**config.mk**
```make
export PLATFORM = sky130hd
export DESIGN_NAME = sw_debounce
export DESIGN_NICKNAME = d
export VERILOG_FILES = /design/src/rtl/sw_debounce_pkg.sv /design/src/rtl/sw_debounce_ch.sv /design/src/rtl/sw_debounce.sv
export SDC_FILE = /design/constraint.sdc
export NUM_CORES = 1
export LEC_CHECK = 0
export BUFFER_PORTS_ARGS = -buffer_cell sky130_fd_sc_hd__buf_2
export CORE_UTILIZATION = 52
export DETAILED_ROUTE_END_ITERATION = 16
export PLACE_DENSITY_LB_ADDON = 0.1
export SLEW_MARGIN = 10
export SYNTH_ARGS = -nofsm -noshare
export SYNTH_HDL_FRONTEND = slang
export SYNTH_SLANG_ARGS = --single-unit
```
**constraint.sdc**
```tcl
create_clock -name clk -period 2.2 [get_ports clk]
set_input_delay 0.33 -clock clk [delete_from_list [all_inputs] [get_ports clk]]
set_output_delay 0.33 -clock clk [all_outputs]
set_load 0.005 [all_outputs]
```
**src/rtl/sw_debounce_pkg.sv**
```systemverilog
// Shared definitions for the switch debouncer: per-channel FSM state codes
// and the debounce counter width helper.
package sw_debounce_pkg;

  // Per-channel debounce FSM states. The two stable states (S_LO, S_HI)
  // hold the reported level; the two check states count stable cycles of
  // the opposite level before accepting it.
  localparam logic [1:0] S_LO     = 2'd0;
  localparam logic [1:0] S_CHK_HI = 2'd1;
  localparam logic [1:0] S_HI     = 2'd2;
  localparam logic [1:0] S_CHK_LO = 2'd3;

  // Counter width able to hold 0 .. cycles-1; at least one bit.
  function automatic int cnt_width(input int cycles);
    int w;
    w = $clog2(cycles);
    if (w < 1) w = 1;
    return w;
  endfunction

endpackage

```
**src/rtl/sw_debounce_ch.sv**
```systemverilog
// Single debounce channel: 2-flop synchronizer, 4-state debounce FSM with
// stable-cycle counter, registered level output and edge pulses.
module sw_debounce_ch
  import sw_debounce_pkg::*;
#(
  parameter int DB_CYCLES = 500000
) (
  input  logic clk,
  input  logic rst,
  input  logic sw_in,
  output logic db_out,
  output logic rise,
  output logic fall
);

  localparam int            CW       = cnt_width(DB_CYCLES);
  localparam logic [CW-1:0] CNT_LAST = CW'(DB_CYCLES - 1);
  localparam logic [CW-1:0] CNT_ONE  = CW'(1);

  logic          sync1;
  logic          sync2;
  logic [1:0]    state;
  logic [1:0]    state_nxt;
  logic [CW-1:0] cnt;
  logic [CW-1:0] cnt_nxt;
  logic          hi_nxt;

  // Bring the asynchronous switch level into the clk domain; nothing else
  // looks at sw_in.
  always_ff @(posedge clk) begin
    if (rst) begin
      sync1 <= 1'b0;
      sync2 <= 1'b0;
    end else begin
      sync1 <= sw_in;
      sync2 <= sync1;
    end
  end

  // Next-state and counter logic. Any return of the synced level to the
  // current stable value abandons the check and clears the count; the
  // count resets again on acceptance so it never wraps.
  always_comb begin
    state_nxt = state;
    cnt_nxt   = cnt;
    case (state)
      S_LO: begin
        if (sync2) begin
          state_nxt = S_CHK_HI;
          cnt_nxt   = '0;
        end
      end
      S_CHK_HI: begin
        if (!sync2) begin
          state_nxt = S_LO;
          cnt_nxt   = '0;
        end else if (cnt == CNT_LAST) begin
          state_nxt = S_HI;
          cnt_nxt   = '0;
        end else begin
          cnt_nxt = cnt + CNT_ONE;
        end
      end
      S_HI: begin
        if (!sync2) begin
          state_nxt = S_CHK_LO;
          cnt_nxt   = '0;
        end
      end
      S_CHK_LO: begin
        if (sync2) begin
          state_nxt = S_HI;
          cnt_nxt   = '0;
        end else if (cnt == CNT_LAST) begin
          state_nxt = S_LO;
          cnt_nxt   = '0;
        end else begin
          cnt_nxt = cnt + CNT_ONE;
        end
      end
      default: begin
        state_nxt = S_LO;
        cnt_nxt   = '0;
      end
    endcase
  end

  // The reported level is high in S_HI and S_CHK_LO; computing it from the
  // next state keeps db_out in step with the state register.
  assign hi_nxt = (state_nxt == S_HI) || (state_nxt == S_CHK_LO);

  // State, counter, level and pulse registers. Pulses fire only on the
  // accepting transitions, so rise and fall are mutually exclusive and
  // line up with the first cycle db_out shows the new level.
  always_ff @(posedge clk) begin
    if (rst) begin
      state  <= S_LO;
      cnt    <= '0;
      db_out <= 1'b0;
      rise   <= 1'b0;
      fall   <= 1'b0;
    end else begin
      state  <= state_nxt;
      cnt    <= cnt_nxt;
      db_out <= hi_nxt;
      rise   <= (state == S_CHK_HI) && (state_nxt == S_HI);
      fall   <= (state == S_CHK_LO) && (state_nxt == S_LO);
    end
  end

endmodule

```
**src/rtl/sw_debounce.sv**
```systemverilog
// Multi-channel switch debouncer. Each bit of sw_in gets its own fully
// independent channel; db_out bits drive the mux a/b/sel inputs downstream.
module sw_debounce #(
  parameter int CH        = 3,
  parameter int DB_CYCLES = 500000
) (
  input  logic          clk,
  input  logic          rst,
  input  logic [CH-1:0] sw_in,
  output logic [CH-1:0] db_out,
  output logic [CH-1:0] rise,
  output logic [CH-1:0] fall
);

  for (genvar i = 0; i < CH; i++) begin : g_ch
    sw_debounce_ch #(
      .DB_CYCLES (DB_CYCLES)
    ) u_ch (
      .clk    (clk),
      .rst    (rst),
      .sw_in  (sw_in[i]),
      .db_out (db_out[i]),
      .rise   (rise[i]),
      .fall   (fall[i])
    );
  end

endmodule

```
# Word-level counts from Yosys, hierarchy flattened
# Index checks and enable logic that the tools add are counted.
# totals
reg_bits	78
out_inout_bits	9
wordCells	105
# op_classes
addsub	3
n_eq_ne	24
muxes	39
n_reduce_logical	18
# op_table
op	n
$mux 19	15
$pmux 19 s4	3
$add 19x1->19 const B	3
$eq 19x19->1 const B	3
$mux 2	18
$eq 2x2->1 const B	12
$pmux 2 s4	3
$logic_not 2->1	6
$eq 2x1->1 const B	3
$logic_and 1x1->1	6
$ne 2x1->1 const B	3
$ne 2x2->1 const B	3
$reduce_and 2->1	3
$logic_or 1x1->1	3

# Longest topological paths before layout
# depth
ltp_word	6
depth_mapped	8
mapped_depth_nobuf	6

# By module
# A second synthesis with hierarchy kept.
# hier_totals
cells_unflattened	424
hier_area_um2	3821.2
# by_module_without_submodules
module	instances	cells_per_inst	area_each_um2	seq_area_each_um2
sw_debounce_ch at g_ch[1].u_ch ...	2	139	1273.7	520.5
sw_debounce_ch at g_ch[0].u_ch	1	146	1273.7	520.5

# Worst setup path before layout
# Ideal clock, no wire load.
# synth_timing
path_type	register to register
from	reg g_ch[1].u_ch.cnt[0]
to	reg g_ch[1].u_ch.cnt[8]
arrival_ns	1.821
required_ns	2.126
setup_slack_ns	0.304
path_stages_with_launch	8
period_less_slack_ns	1.896
cell_sequence	dfxtp_1 -> ha_1 -> and3_1 -> clkbuf_1 -> and3_1 -> a21oi_4 -> or4b_1 -> a31oi_1
# synth_between
elab_chain_cells	4
elab_cells_between_ends	6
# synth_lines
element	line	rtl
start, declared	sw_debounce_ch.sv:24	logic [CW-1:0] cnt;
start signal, assigned	sw_debounce_ch.sv:104	cnt <= cnt_nxt;
$add 19x1->19 or $eq 19x19->1 (tied branches)	--	
$mux 19 (*)	sw_debounce_ch.sv:57, sw_debounce_ch.sv:74	
$mux 19, on equally long branches	sw_debounce_ch.sv:71, sw_debounce_ch.sv:54	
$pmux 19 s4 (*)	sw_debounce_ch.sv:46	case (state)
# Mark *: on every way between the ends. The rest lies on a longest branch, timed or not.
# A chain may end at the register's enable or synchronous reset.

# Worst setup path in the final report
# layout_timing
from	reg g_ch[0].u_ch.cnt[0]
to	reg g_ch[0].u_ch.cnt[6]
# layout_between
elab_chain_cells	4
elab_cells_between_ends	6
# layout_lines
element	line
start, declared	sw_debounce_ch.sv:24
start signal, assigned	sw_debounce_ch.sv:104
$add 19x1->19 or $eq 19x19->1 (tied branches)	--
$mux 19 (*)	sw_debounce_ch.sv:57, sw_debounce_ch.sv:74
$mux 19, on equally long branches	sw_debounce_ch.sv:71, sw_debounce_ch.sv:54
$pmux 19 s4 (*)	sw_debounce_ch.sv:46
# Marked as above.

==> impl_metrics.env <==
export IMPL_fin_nets=449
export IMPL_cts_setup_buffers=0
export IMPL_reg2reg_depth=7
export IMPL_status="finished, final reports clean"
export IMPL_setup_violations_final=0
export IMPL_cp_max_fo=7
export IMPL_synth_edf_count=0
export IMPL_cts_resized=0
export IMPL_floorplan_die_area_sq_um=7523
export IMPL_syn_mean_instance_area_sq_um=8.703
export IMPL_num_antenna_cells=0
export IMPL_yosysTopAreaCell="dfxtp_1"
export IMPL_crit_family="simple AND/OR/NAND/NOR gates"
export IMPL_power_frac_clock_pct=42.6
export IMPL_hold_violations=0
export IMPL_swShare_pct=23.27
export IMPL_vias=3097
export IMPL_startpoint_type="register"
export IMPL_mostFrequentLayoutCells="dfxtp_1, nor2_1, nand2_1"
export IMPL_power_density_nw_per_um2=638.7
export IMPL_dr_pass1_iters=4
export IMPL_clock_sinks=78
export IMPL_comb_power_share_pct=2.7
export IMPL_power_switching_mw=0.6056
export IMPL_ys_async_sr_fraction_pct=0
export IMPL_synth_flop_cell="dfxtp_1"
export IMPL_worstSkewPairLatency_ps=350
export IMPL_postPlaceCellArea_sq_um=3862
export IMPL_hp_class="in -> reg"
export IMPL_drive_gt1_share_pct=12.33
export IMPL_coreArea_sq_um=6869
export IMPL_die_x_um=86.74
export IMPL_numCtsBuffers=9
export IMPL_grt_pass1_vias=2825
export IMPL_p_total_mw=2.602
export IMPL_syn_num_nets=437
export IMPL_finalMaxSlewViolations=0
export IMPL_path_buf_inv=1
export IMPL_pin_count=14
export IMPL_crit_type="reg -> reg"
export IMPL_tns_ps=0
export IMPL_dp_slack_ps=191.1
export IMPL_whs_path_depth=2
export IMPL_routed_via_density=5.714
export IMPL_finalInstanceArea_sq_um=4074
export IMPL_r2r_start="g_ch[0].u_ch.cnt[0]"
export IMPL_wl_um=7504
export IMPL_worst_slack_ps=163.7
export IMPL_wire_per_inst_um=13.85
export IMPL_grt_first_pass_wirelength_um=13130
export IMPL_finalClockSkew_ps=7.107
export IMPL_gp_congestion=0.8432
export IMPL_cp_cell_sequence="ha_1, and4_1, nor4b_2, a211oi_2, buf_4, a21o_1, a22o_1"
export IMPL_clkTransAtPathRegs_ps=80
export IMPL_worst_ep_arrival_time_ps=2280
export IMPL_antenna_found_initial=0
export IMPL_worstSetupEndpointType="register"
export IMPL_grt_max_degree=31
export IMPL_fin_hold_ws_ps=187.1
export IMPL_hold_buffers=0
export IMPL_cp_slowest_stage_delay_ps=390
export IMPL_cp_slowest_cell="dfxtp_1"
export IMPL_die_y_um=86.74
export IMPL_worstPathRequired_ps=2440
export IMPL_io_buffers=13
export IMPL_post_route_period_util_pct=92.56
export IMPL_yosysTopAreaCellShare_pct=41.82
export IMPL_syn_to_final_growth_pct=9.115
export IMPL_seq_power_share_pct=54.7
export IMPL_cell_internal_pwr_mw=1.997
export IMPL_rsz0062_at_grt="false"
export IMPL_vdd_drop_max_mv=0.4406
export IMPL_leakage_nw=1.426
export IMPL_r2r_end="g_ch[0].u_ch.cnt[6]"
export IMPL_ys_seq_area_share_pct=41.82
export IMPL_fill_cells=654
export IMPL_worst_pin_slew_ps=1050
export IMPL_synth_area_sq_um=3734
export IMPL_synth_cell_types=57
export IMPL_max_freq_mhz=491.1
export IMPL_root_buffer="clkbuf_8"
export IMPL_holdPathEnd="g_ch[2].u_ch.sync1"
export IMPL_max_slew_margin_pct=29.71
export IMPL_yosys_register_bits=78
export IMPL_dp_hpwl_um=5211
export IMPL_synth_area_top_cells="dfxtp_1, nor2_1, xnor2_1"
export IMPL_max_cap_violations=0
export IMPL_cts_htree_levels=3
export IMPL_num_rows=30
export IMPL_synth_warnings=0
export IMPL_grt_ovfl_total=0
export IMPL_clk_path_buf_depth=2
export IMPL_synth_cells=429
export IMPL_initial_core_util_pct=54.35
export IMPL_drc_errors=0
export IMPL_rrSetupSlack_ps=160
export IMPL_fin_crit_ps=2036
export IMPL_ant_nets=0
export IMPL_cts_tree="built"
export IMPL_drt_iter0_drc=151
export IMPL_layout_commonest_cell="dfxtp_1"
export IMPL_worstHoldStart="sw_in[2]"
export IMPL_grt_usage_pct=22.23
==> flip-flops by register name, summed over array words and instances (netlist names) <==
register / flops
g_ch.u_ch.fall: 3
g_ch.u_ch.rise: 3
g_ch.u_ch.db_out: 3
g_ch.u_ch.cnt: 57
g_ch.u_ch.state: 6
g_ch.u_ch.sync1: 3
g_ch.u_ch.sync2: 3
==> cells in the mapped netlist, types with 7 or more instances <==
cell and count:
dfxtp_1 78, nor2_1 53, nand2_1 42, nor4_1 8, nand3_1 27, clkbuf_1 9, nand3b_1 7, a31oi_1 17
a21oi_1 13, and3_1 14, nor2b_1 10, buf_4 9, nor3_1 13, xor2_1 8, xnor2_1 20, nand4_1 11
o21ai_0 9
==> cells by family (layout without fill, tap and decap cells) <==
logic type | after synthesis | count (layout) | share of synthesized area [%]
compound gates | 63 | 63 | 11.19
simple gates | 223 | 223 | 33.24
flops | 78 | 78 | 41.82
mux | 6 | 6 | 1.609
xor+xnor | 29 | 29 | 7.004
fa+ha+maj | 3 | 3 | 1.005
buf+inv | 27 | 44 | 4.122
==> metal layers <==
layer / GRT usage, % / share of wire [%] / vias up
met4: 9.848 / 1.2 / 0
li1: - / - / 1570
met5: 0 / 0 / -
met3: 4.000 / 3.0 / 5
met2: 34.70 / 46 / 46
met1: 30.11 / 50 / 1476
==> final cells by class <==
class | instances | area [sq um] | share of cell area, %
Clock buffer | 10 | 137.6 | 3.378
Clock inverter | 6 | 67.56 | 1.658
Inverter | 4 | 15.01 | 0.3686
Multi-Input combinational cell | 324 | 2024 | 49.69
Sequential cell | 78 | 1562 | 38.33
Tap cell | 96 | 120.1 | 2.948
Timing Repair Buffer | 24 | 147.6 | 3.624
==> per-stage QoR <==
stage          util (%)  cells
5_1_grt           59.31    542
3_3_place_gp      56.23    526
6_report          59.31    542
4_1_cts           59.22    542
3_5_place_dp      56.23    526
2_1_floorplan         -    429
==> how the worst max path moves through the flow <==
stage | end | slack, ps | cells after the start | startpoint
after floorplan | g_ch[1].u_ch.cnt[8] | 300 | 7 | g_ch[1].u_ch.cnt[0]
after global placement | g_ch[0].u_ch.cnt[6] | 270 | 7 | g_ch[0].u_ch.cnt[0]
after detailed placement | g_ch[0].u_ch.cnt[6] | 190 | 7 | g_ch[0].u_ch.cnt[0]
after CTS | g_ch[0].u_ch.cnt[6] | 160 | 7 | g_ch[0].u_ch.cnt[0]
after global routing | g_ch[0].u_ch.cnt[9] | 0.9 | 6 | g_ch[0].u_ch.cnt[0]
final | g_ch[0].u_ch.cnt[6] | 160 | 7 | g_ch[0].u_ch.cnt[0]
==> power by group through the flow <==
stage	combinational (mW)	clock (mW)	sequential (mW)
after CTS	0.0703	1.14	1.42
after global routing	0.0773	1.21	1.43
after detailed placement	0.0700	0	1.46
after floorplan	0.0496	0	1.45
final	0.0692	1.11	1.42
after global placement	0.0698	0	1.46
(Power assumes the default switching activity.)
